[config.mk]
export PLATFORM = sky130hd
export DESIGN_NAME = lsu_fu_pipe
export DESIGN_NICKNAME = d
export VERILOG_FILES = /design/src/rtl/lsu_fu_pipe.sv
export SDC_FILE = /design/constraint.sdc
export NUM_CORES = 1
export LEC_CHECK = 0
export BUFFER_PORTS_ARGS = -buffer_cell sky130_fd_sc_hd__buf_2
export CAP_MARGIN = 20
export CORE_ASPECT_RATIO = 0.7
export CORE_MARGIN = 1.5
export CORE_UTILIZATION = 30
export DETAILED_ROUTE_END_ITERATION = 16
export GPL_ROUTABILITY_DRIVEN = 0
export GPL_TIMING_DRIVEN = 0
export PLACE_DENSITY = 0.5
export SKIP_LAST_GASP = 1
export SLEW_MARGIN = 20
export SYNTH_ARGS = -nofsm -noshare
export SYNTH_HDL_FRONTEND = slang
export SYNTH_SLANG_ARGS = --single-unit
[constraint.sdc]
create_clock -name clk -period 3.6 [get_ports clk]
set_clock_uncertainty 0.05 [all_clocks]
set_input_delay 0.18 -clock clk [delete_from_list [all_inputs] [get_ports clk]]
set_output_delay 0.18 -clock clk [all_outputs]
set_load 0.02 [all_outputs]
[src/rtl/lsu_fu_pipe.sv]
// Load/store functional unit: EA generation, single request slot,
// in-order tracking FIFO, load alignment/extension, ROB completion.
module lsu_fu_pipe #(
  parameter int XLEN   = 32,
  parameter int DEPTH  = 4,
  parameter int ROB_W  = 5,
  parameter int PREG_W = 6
) (
  input  logic                     clk,
  input  logic                     rst_n,
  input  logic                     flush,
  input  logic                     issue_valid,
  output logic                     issue_ready,
  input  logic [ROB_W-1:0]         issue_rob,
  input  logic [PREG_W-1:0]        issue_rd,
  input  logic [XLEN-1:0]          issue_base,
  input  logic [XLEN-1:0]          issue_imm,
  input  logic [XLEN-1:0]          issue_wdata,
  input  logic                     issue_store,
  input  logic [1:0]               issue_size,
  input  logic                     issue_unsigned,
  output logic                     req_valid,
  input  logic                     req_ready,
  output logic [XLEN-1:0]          req_addr,
  output logic                     req_we,
  output logic [XLEN/8-1:0]        req_be,
  output logic [XLEN-1:0]          req_wdata,
  input  logic                     resp_valid,
  input  logic [XLEN-1:0]          resp_rdata,
  output logic                     cmp_valid,
  input  logic                     cmp_ready,
  output logic [ROB_W-1:0]         cmp_rob,
  output logic [PREG_W-1:0]        cmp_rd,
  output logic [XLEN-1:0]          cmp_result,
  output logic                     cmp_store,
  output logic                     cmp_misaligned,
  output logic [$clog2(DEPTH):0]   inflight
);

  localparam int BW   = XLEN / 8;
  localparam int OFFW = $clog2(BW);
  localparam int PTRW = $clog2(DEPTH);
  localparam int CNTW = PTRW + 1;

  function automatic logic [BW-1:0] size_mask(input logic [1:0] sz);
    int nb;
    nb = 1 << sz;
    if (nb >= BW) return '1;
    return BW'((1 << nb) - 1);
  endfunction

  function automatic logic [XLEN-1:0] ld_ext(
    input logic [XLEN-1:0] d,
    input logic [OFFW-1:0] off,
    input logic [1:0]      sz,
    input logic            uns
  );
    int              nb;
    logic [XLEN-1:0] sh;
    logic [XLEN-1:0] keep;
    logic            sb;
    sh = d >> {off, 3'b000};
    nb = 8 << sz;
    case (sz)
      2'd0:    sb = sh[7];
      2'd1:    sb = sh[15];
      default: sb = sh[31];
    endcase
    keep = (nb >= XLEN) ? '1 : ((XLEN'(1) << nb) - XLEN'(1));
    return (sh & keep) | (~keep & {XLEN{sb & ~uns}});
  endfunction

  logic [PTRW-1:0]   head_q, tail_q;
  logic [CNTW-1:0]   count_q, count_d;
  logic [ROB_W-1:0]  rob_q  [DEPTH];
  logic [PREG_W-1:0] rd_q   [DEPTH];
  logic [1:0]        size_q [DEPTH];
  logic [OFFW-1:0]   off_q  [DEPTH];
  logic [XLEN-1:0]   data_q [DEPTH];
  logic [DEPTH-1:0]  uns_q, st_q, mis_q, kill_q, done_q, sent_q;
  logic              rdy_q;

  logic              req_valid_q, req_we_q;
  logic [XLEN-1:0]   req_addr_q, req_wdata_q;
  logic [BW-1:0]     req_be_q;
  logic [PTRW-1:0]   req_idx_q;

  logic              cmp_valid_q, cmp_store_q, cmp_mis_q;
  logic [ROB_W-1:0]  cmp_rob_q;
  logic [PREG_W-1:0] cmp_rd_q;
  logic [XLEN-1:0]   cmp_result_q;

  logic [XLEN-1:0]   ea;
  logic [OFFW-1:0]   off;
  logic              mis;
  logic              take, cmp_free, direct, alloc;
  logic              head_vld, head_resp, head_done;
  logic [XLEN-1:0]   head_data, resp_data;
  logic              pop_kill, pop_cmp, pop, req_fire;
  logic              resp_hit;
  logic [PTRW-1:0]   resp_idx;

  assign ea  = issue_base + issue_imm;
  assign off = ea[OFFW-1:0];

  always_comb begin
    mis = 1'b0;
    case (issue_size)
      2'd1:    mis = ea[0];
      2'd2:    mis = |ea[1:0];
      2'd3:    mis = (XLEN == 32) || (|ea[2:0]);
      default: mis = 1'b0;
    endcase
  end

  // Responses arrive in send order, so the oldest sent-but-pending entry owns it.
  always_comb begin
    logic [PTRW-1:0] idx;
    resp_hit = 1'b0;
    resp_idx = '0;
    for (int i = 0; i < DEPTH; i++) begin
      idx = head_q + PTRW'(i);
      if (!resp_hit && (CNTW'(i) < count_q) &&
          !done_q[idx] && sent_q[idx]) begin
        resp_hit = 1'b1;
        resp_idx = idx;
      end
    end
  end

  assign resp_data = st_q[resp_idx] ? '0 :
    ld_ext(resp_rdata, off_q[resp_idx], size_q[resp_idx], uns_q[resp_idx]);

  assign issue_ready = rdy_q && (count_q < CNTW'(DEPTH)) &&
                       (!req_valid_q || req_ready);

  assign take     = issue_valid && issue_ready && !flush;
  assign cmp_free = !cmp_valid_q || cmp_ready;
  // A misaligned op into an empty unit goes straight to the completion slot.
  assign direct   = take && mis && (count_q == '0) && cmp_free;
  assign alloc    = take && !direct;
  assign req_fire = req_valid_q && req_ready;

  assign head_vld  = count_q != '0;
  assign head_resp = resp_valid && resp_hit && (resp_idx == head_q);
  assign head_done = done_q[head_q] || head_resp;
  assign head_data = head_resp ? resp_data : data_q[head_q];

  assign pop_kill = head_vld && head_done && kill_q[head_q];
  assign pop_cmp  = head_vld && head_done && !kill_q[head_q] &&
                    !flush && cmp_free;
  assign pop      = pop_kill || pop_cmp;
  assign count_d  = count_q + CNTW'(alloc) - CNTW'(pop);

  always_ff @(posedge clk or negedge rst_n) begin
    if (!rst_n) begin
      head_q  <= '0;
      tail_q  <= '0;
      count_q <= '0;
      rdy_q   <= 1'b0;
      uns_q   <= '0;
      st_q    <= '0;
      mis_q   <= '0;
      kill_q  <= '0;
      done_q  <= '0;
      sent_q  <= '0;
      for (int i = 0; i < DEPTH; i++) begin
        rob_q[i]  <= '0;
        rd_q[i]   <= '0;
        size_q[i] <= '0;
        off_q[i]  <= '0;
        data_q[i] <= '0;
      end
    end else begin
      rdy_q   <= 1'b1;
      count_q <= count_d;
      if (pop) head_q <= head_q + 1'b1;
      if (alloc) begin
        tail_q         <= tail_q + 1'b1;
        rob_q[tail_q]  <= issue_rob;
        rd_q[tail_q]   <= issue_rd;
        size_q[tail_q] <= issue_size;
        off_q[tail_q]  <= off;
        data_q[tail_q] <= '0;
        uns_q[tail_q]  <= issue_unsigned;
        st_q[tail_q]   <= issue_store;
        mis_q[tail_q]  <= mis;
        kill_q[tail_q] <= 1'b0;
        done_q[tail_q] <= mis;
        sent_q[tail_q] <= 1'b0;
      end
      if (req_fire) sent_q[req_idx_q] <= 1'b1;
      if (resp_valid && resp_hit) begin
        done_q[resp_idx] <= 1'b1;
        data_q[resp_idx] <= resp_data;
      end
      if (flush) begin
        kill_q <= '1;
        if (req_valid_q && !req_ready) done_q[req_idx_q] <= 1'b1;
      end
    end
  end

  always_ff @(posedge clk or negedge rst_n) begin
    if (!rst_n) begin
      req_valid_q <= 1'b0;
      req_we_q    <= 1'b0;
      req_addr_q  <= '0;
      req_wdata_q <= '0;
      req_be_q    <= '0;
      req_idx_q   <= '0;
    end else if (alloc && !mis) begin
      req_valid_q <= 1'b1;
      req_we_q    <= issue_store;
      req_addr_q  <= {ea[XLEN-1:OFFW], {OFFW{1'b0}}};
      req_wdata_q <= issue_wdata << {off, 3'b000};
      req_be_q    <= size_mask(issue_size) << off;
      req_idx_q   <= tail_q;
    end else if (flush || req_fire) begin
      req_valid_q <= 1'b0;
    end
  end

  always_ff @(posedge clk or negedge rst_n) begin
    if (!rst_n) begin
      cmp_valid_q  <= 1'b0;
      cmp_store_q  <= 1'b0;
      cmp_mis_q    <= 1'b0;
      cmp_rob_q    <= '0;
      cmp_rd_q     <= '0;
      cmp_result_q <= '0;
    end else if (flush) begin
      cmp_valid_q <= 1'b0;
    end else if (direct) begin
      cmp_valid_q  <= 1'b1;
      cmp_store_q  <= issue_store;
      cmp_mis_q    <= 1'b1;
      cmp_rob_q    <= issue_rob;
      cmp_rd_q     <= issue_rd;
      cmp_result_q <= '0;
    end else if (pop_cmp) begin
      cmp_valid_q  <= 1'b1;
      cmp_store_q  <= st_q[head_q];
      cmp_mis_q    <= mis_q[head_q];
      cmp_rob_q    <= rob_q[head_q];
      cmp_rd_q     <= rd_q[head_q];
      cmp_result_q <= head_data;
    end else if (cmp_ready) begin
      cmp_valid_q <= 1'b0;
    end
  end

  assign req_valid      = req_valid_q;
  assign req_addr       = req_addr_q;
  assign req_we         = req_we_q;
  assign req_be         = req_be_q;
  assign req_wdata      = req_wdata_q;
  assign cmp_valid      = cmp_valid_q;
  assign cmp_rob        = cmp_rob_q;
  assign cmp_rd         = cmp_rd_q;
  assign cmp_result     = cmp_result_q;
  assign cmp_store      = cmp_store_q;
  assign cmp_misaligned = cmp_mis_q;
  assign inflight       = count_q;

endmodule

==> impl_metrics.toml <==
[outcome]
status = "complete, but fails checks"
failed_checks = "negative setup slack"

[logic_synthesis]
synth.yosys.seq_area_share_pct = 47.0
ys_async_sr_fraction_pct = 100
synth-warning-count = 0
most_area_hungry_cell_type_in_the_yosys_netlist = "sky130_fd_sc_hd__dfrtp_1"
postSynthAreaPerCell_um2 = 10.4
synthesis.instances = 1713
synth_area_leaders = "sky130_fd_sc_hd__dfrtp_1 (47%), sky130_fd_sc_hd__mux4_2 (6.0%), sky130_fd_sc_hd__mux2_2 (5.7%)"
ys_seq_elements = 336
synthDistinctLibCells = 74
synth_ff_type = "sky130_fd_sc_hd__dfrtp_1"
synth-edff-count = 0
synth_top_cell_area_share_pct = 47.0
synth.cell_area_mm2 = 0.0179

[power_and_ir_drop]
total_power_w = 0.00879
cellPowerDensity_mw_per_mm2 = 364
ir_worst_vdd_v = 0.000322
static-leakage-power_nw = 11.1

[worst_setup_path]
critical_register_to_register_path_startpoint = "head_q[0]"
worstSetupEndpointType = "register"
reg2regPathDepth = 15
worst_path_fanout_max = 9
worstPathCellList = "buf_8 -> nor4b_4 -> o41ai_4 -> a311oi_4 -> or2_4 -> buf_8 -> o221ai_1 -> a22o_1 -> mux2_4 -> mux2_4 -> a31oi_4 -> a211o_4 -> buf_12 -> clkbuf_16 -> o211ai_1"
critPathKind = "reg2reg"
worst-endpoint-required_ns = 4.03
critPathLaunchType = "register"
worstSetupEndpoint = "cmp_result[29]"
timing.critical_path.depth = 15
path_buf_inv = 4
slowest_delay_ns = 0.45
critical-path-slowest-cell = "sky130_fd_sc_hd__dfrtp_2"
r2r_setup_slack_ns = -0.24
data_arrival_time_of_the_critical_path_ns = 4.27
reg_to_reg_endpoint = "cmp_result[29]"
critPathTopFamily = "compound AO/OA/AOI/OAI gates"
critical_path.startpoint = "head_q[0]"

[placement]
place.detailed.instances = 2780
detailed_placement_hpwl_um = 47100
io_buffers = 265
dpl_cell_area_mm2 = 0.0203
detailedPlace.worstSlack_ns = -1.16

[routing]
avgViaCountPerCell = 5.47
drt-total-wl_um = 66200
drt-initial-drc-count = 1444
via_count = 16100
avgRoutedWirePerCell_um = 22.4
post-route-drc-count = 0
detail_route.first_pass.iterations = 5
ant_nets = 0

[finish]
fin_nets = 2312
commonest_non_fill_non_tap_cells_in_the_layout = "sky130_fd_sc_hd__dfrtp_1 (331), sky130_fd_sc_hd__buf_2 (268), sky130_fd_sc_hd__nand2_1 (150)"
fillers = 5662
multi_input_area_mm2 = 0.00999
design_area_mm2 = 0.0241
areaGrowthSynthToFinish_pct = 35.0
seqCellArea_mm2 = 0.00841
final_common_cell = "sky130_fd_sc_hd__dfrtp_1"
final_cell_count_no_fill = 2949
drive_above_1_share_pct = 35.5

[floorplanning]
initial_core_util_pct = 30.5
die_height_um = 207
boundaryPins = 270
num_rows = 74
die-area_mm2 = 0.0611
die_w_um = 295
core_region_area_mm2 = 0.0586

[sta]
hold_violations = 0
final_min_period_over_clock_period_pct = 107
setup-tns-final_ns = -19.49
timing.max_slew.rel_slack_pct = 28.6
postLayoutSetupSlackWorst_ns = -0.240
timing.final.max_slew_violations = 0
max_freq_mhz = 260
unrepaired_setup_endpoints_after_global_routing = "true"
final-setup-viol-count = 134
layout_min_cycle_time_ns = 3.84
tightest_slew_ns = 1.07

[global_route]
grt_max_degree = 98
number_of_global_route_vias_before_repair = 15700
wire_length_of_the_first_global_routing_pass_um = 97700
number_of_antenna_violations_at_the_first_check_in_global_routing = 1
groute.usage.overall_pct = 20.8
grt_overflow_total = 0

[clock_network]
worst_skew_pair.late_latency_ns = 0.57
clk_pin_slew_ns = 0.06
tritoncts = "built"
clockRootBuffer = "sky130_fd_sc_hd__clkbuf_16"
clock_sink_count = 336
numCtsBuffers = 39
cts.path.max_buffers = 3
cts-htree-levels = 2

[hold_path]
holdCritPathClass = "in2reg"

[job]
drv.max_cap_violation_count = 0
## worst min-delay path: cells and delay by family
kind | cells | cell delay (ns)
XOR/XNOR | 1 | 0.07
adder cells (fa/ha/maj) | 1 | 0.15
AO/OA/AOI/OAI | 1 | 0.13
buffers and inverters | 1 | 0.08
## flip-flops by register name, summed over array words and instances (netlist names), 5 cells and up
name,cells
req_addr,30
req_wdata,32
data_q,128
cmp_rob,5
off_q,8
cmp_result,32
rob_q,20
size_q,8
rd_q,24
cmp_rd,6
## what timing repair did
action | 4_1_cts | 5_1_grt
resized for setup | 143 | 243
buffers inserted | 26 | 24
hold endpoints to repair | 187 | 0
hold buffers | 42 | 0
pin swaps | 36 | 73
setup endpoints to repair | 240 | 219
cloned | 1 | 8
## cells by family after synthesis
group                    synth area share (%)
AO/OA/AOI/OAI                            19.0
AND/OR/NAND/NOR                          10.8
flip-flops                               47.0
multiplexers                             15.0
buffers and inverters                    3.45
adder cells (fa/ha/maj)                  2.95
XOR/XNOR                                 1.67
other                                  0.0420
## stage by stage
| step | utilization [%] | hold WS (ns) |
|---|---|---|
| floorplan | - | -0.166 |
| global placement | 34.5 | 0.408 |
| detailed placement | 34.7 | 0.130 |
| CTS | 38.9 | 0.00297 |
| global route | 41.2 | 0.0443 |
| finish | 41.2 | 0.0348 |
## report_power, final
part	leakage, nW	internal (W)	switching (W)
Clock	0.674	0.00252	0.00168
Sequential	4.63	0.00378	0.000000102
Combinational	5.80	0.000329	0.000482
Total	11.1	0.00663	0.00216
## area by class of cell
cell class | count | area share, %
clock inverter | 11 | 0.633
tap | 798 | 4.14
clock buffer | 59 | 4.98
multi-input combinational | 1228 | 41.4
inverter | 20 | 0.322
timing repair buffer | 368 | 10.2
buffer | 128 | 3.44
antenna | 1 | 0.0104
sequential | 336 | 34.9
## how the worst min path moves through the flow
stage / start / endpoint / slack, ns / cells past startpoint
after floorplan: rst_n / cmp_misaligned / -0.17 / 0
final: issue_imm[23] / req_addr[23] / 0.03 / 4
after global placement: kill_q[0] / kill_q[0] / 0.41 / 1
after CTS: issue_size[0] / req_be[2] / 0.003 / 4
after global routing: issue_wdata[17] / req_wdata[17] / 0.04 / 5
after detailed placement: rst_n / req_we / 0.13 / 1
## cells in the mapped netlist (4+ instances only)
cell type and count:
sky130_fd_sc_hd__xnor2_1 18, sky130_fd_sc_hd__a211oi_1 13, sky130_fd_sc_hd__o21ai_0 126, sky130_fd_sc_hd__mux4_2 48, sky130_fd_sc_hd__nand2_1 159, sky130_fd_sc_hd__inv_1 20
sky130_fd_sc_hd__nand3_1 77, sky130_fd_sc_hd__or2_2 6, sky130_fd_sc_hd__buf_1 8, sky130_fd_sc_hd__a22o_1 17, sky130_fd_sc_hd__or3_1 4, sky130_fd_sc_hd__nand3b_1 4
sky130_fd_sc_hd__a21oi_1 139, sky130_fd_sc_hd__and3_1 7, sky130_fd_sc_hd__o211ai_1 18, sky130_fd_sc_hd__or2_0 7, sky130_fd_sc_hd__mux2i_1 55, sky130_fd_sc_hd__nor2_1 88
sky130_fd_sc_hd__nor3_1 7, sky130_fd_sc_hd__a21o_1 13, sky130_fd_sc_hd__nand2b_1 12, sky130_fd_sc_hd__o31ai_1 14, sky130_fd_sc_hd__a32o_1 8, sky130_fd_sc_hd__ha_1 39
sky130_fd_sc_hd__a221o_1 9, sky130_fd_sc_hd__a31oi_1 87, sky130_fd_sc_hd__mux2_2 91, sky130_fd_sc_hd__o21a_1 9, sky130_fd_sc_hd__buf_2 25, sky130_fd_sc_hd__o22ai_1 7
sky130_fd_sc_hd__nor2b_1 25, sky130_fd_sc_hd__xor2_1 16, sky130_fd_sc_hd__a22oi_1 19, sky130_fd_sc_hd__dfrtp_1 336, sky130_fd_sc_hd__clkbuf_1 93, sky130_fd_sc_hd__o221ai_1 27
## per-layer routing
metal,routed length [um],up-vias,part of all wire [%],track usage [%]
li1,-,7220,-,-
met4,1620,0,2.5,5.95
met3,4450,98,6.7,4.38
met5,0,-,0,0
met2,28700,596,43,30.0
met1,31400,8210,47,31.0
(Power assumes the default switching activity.)
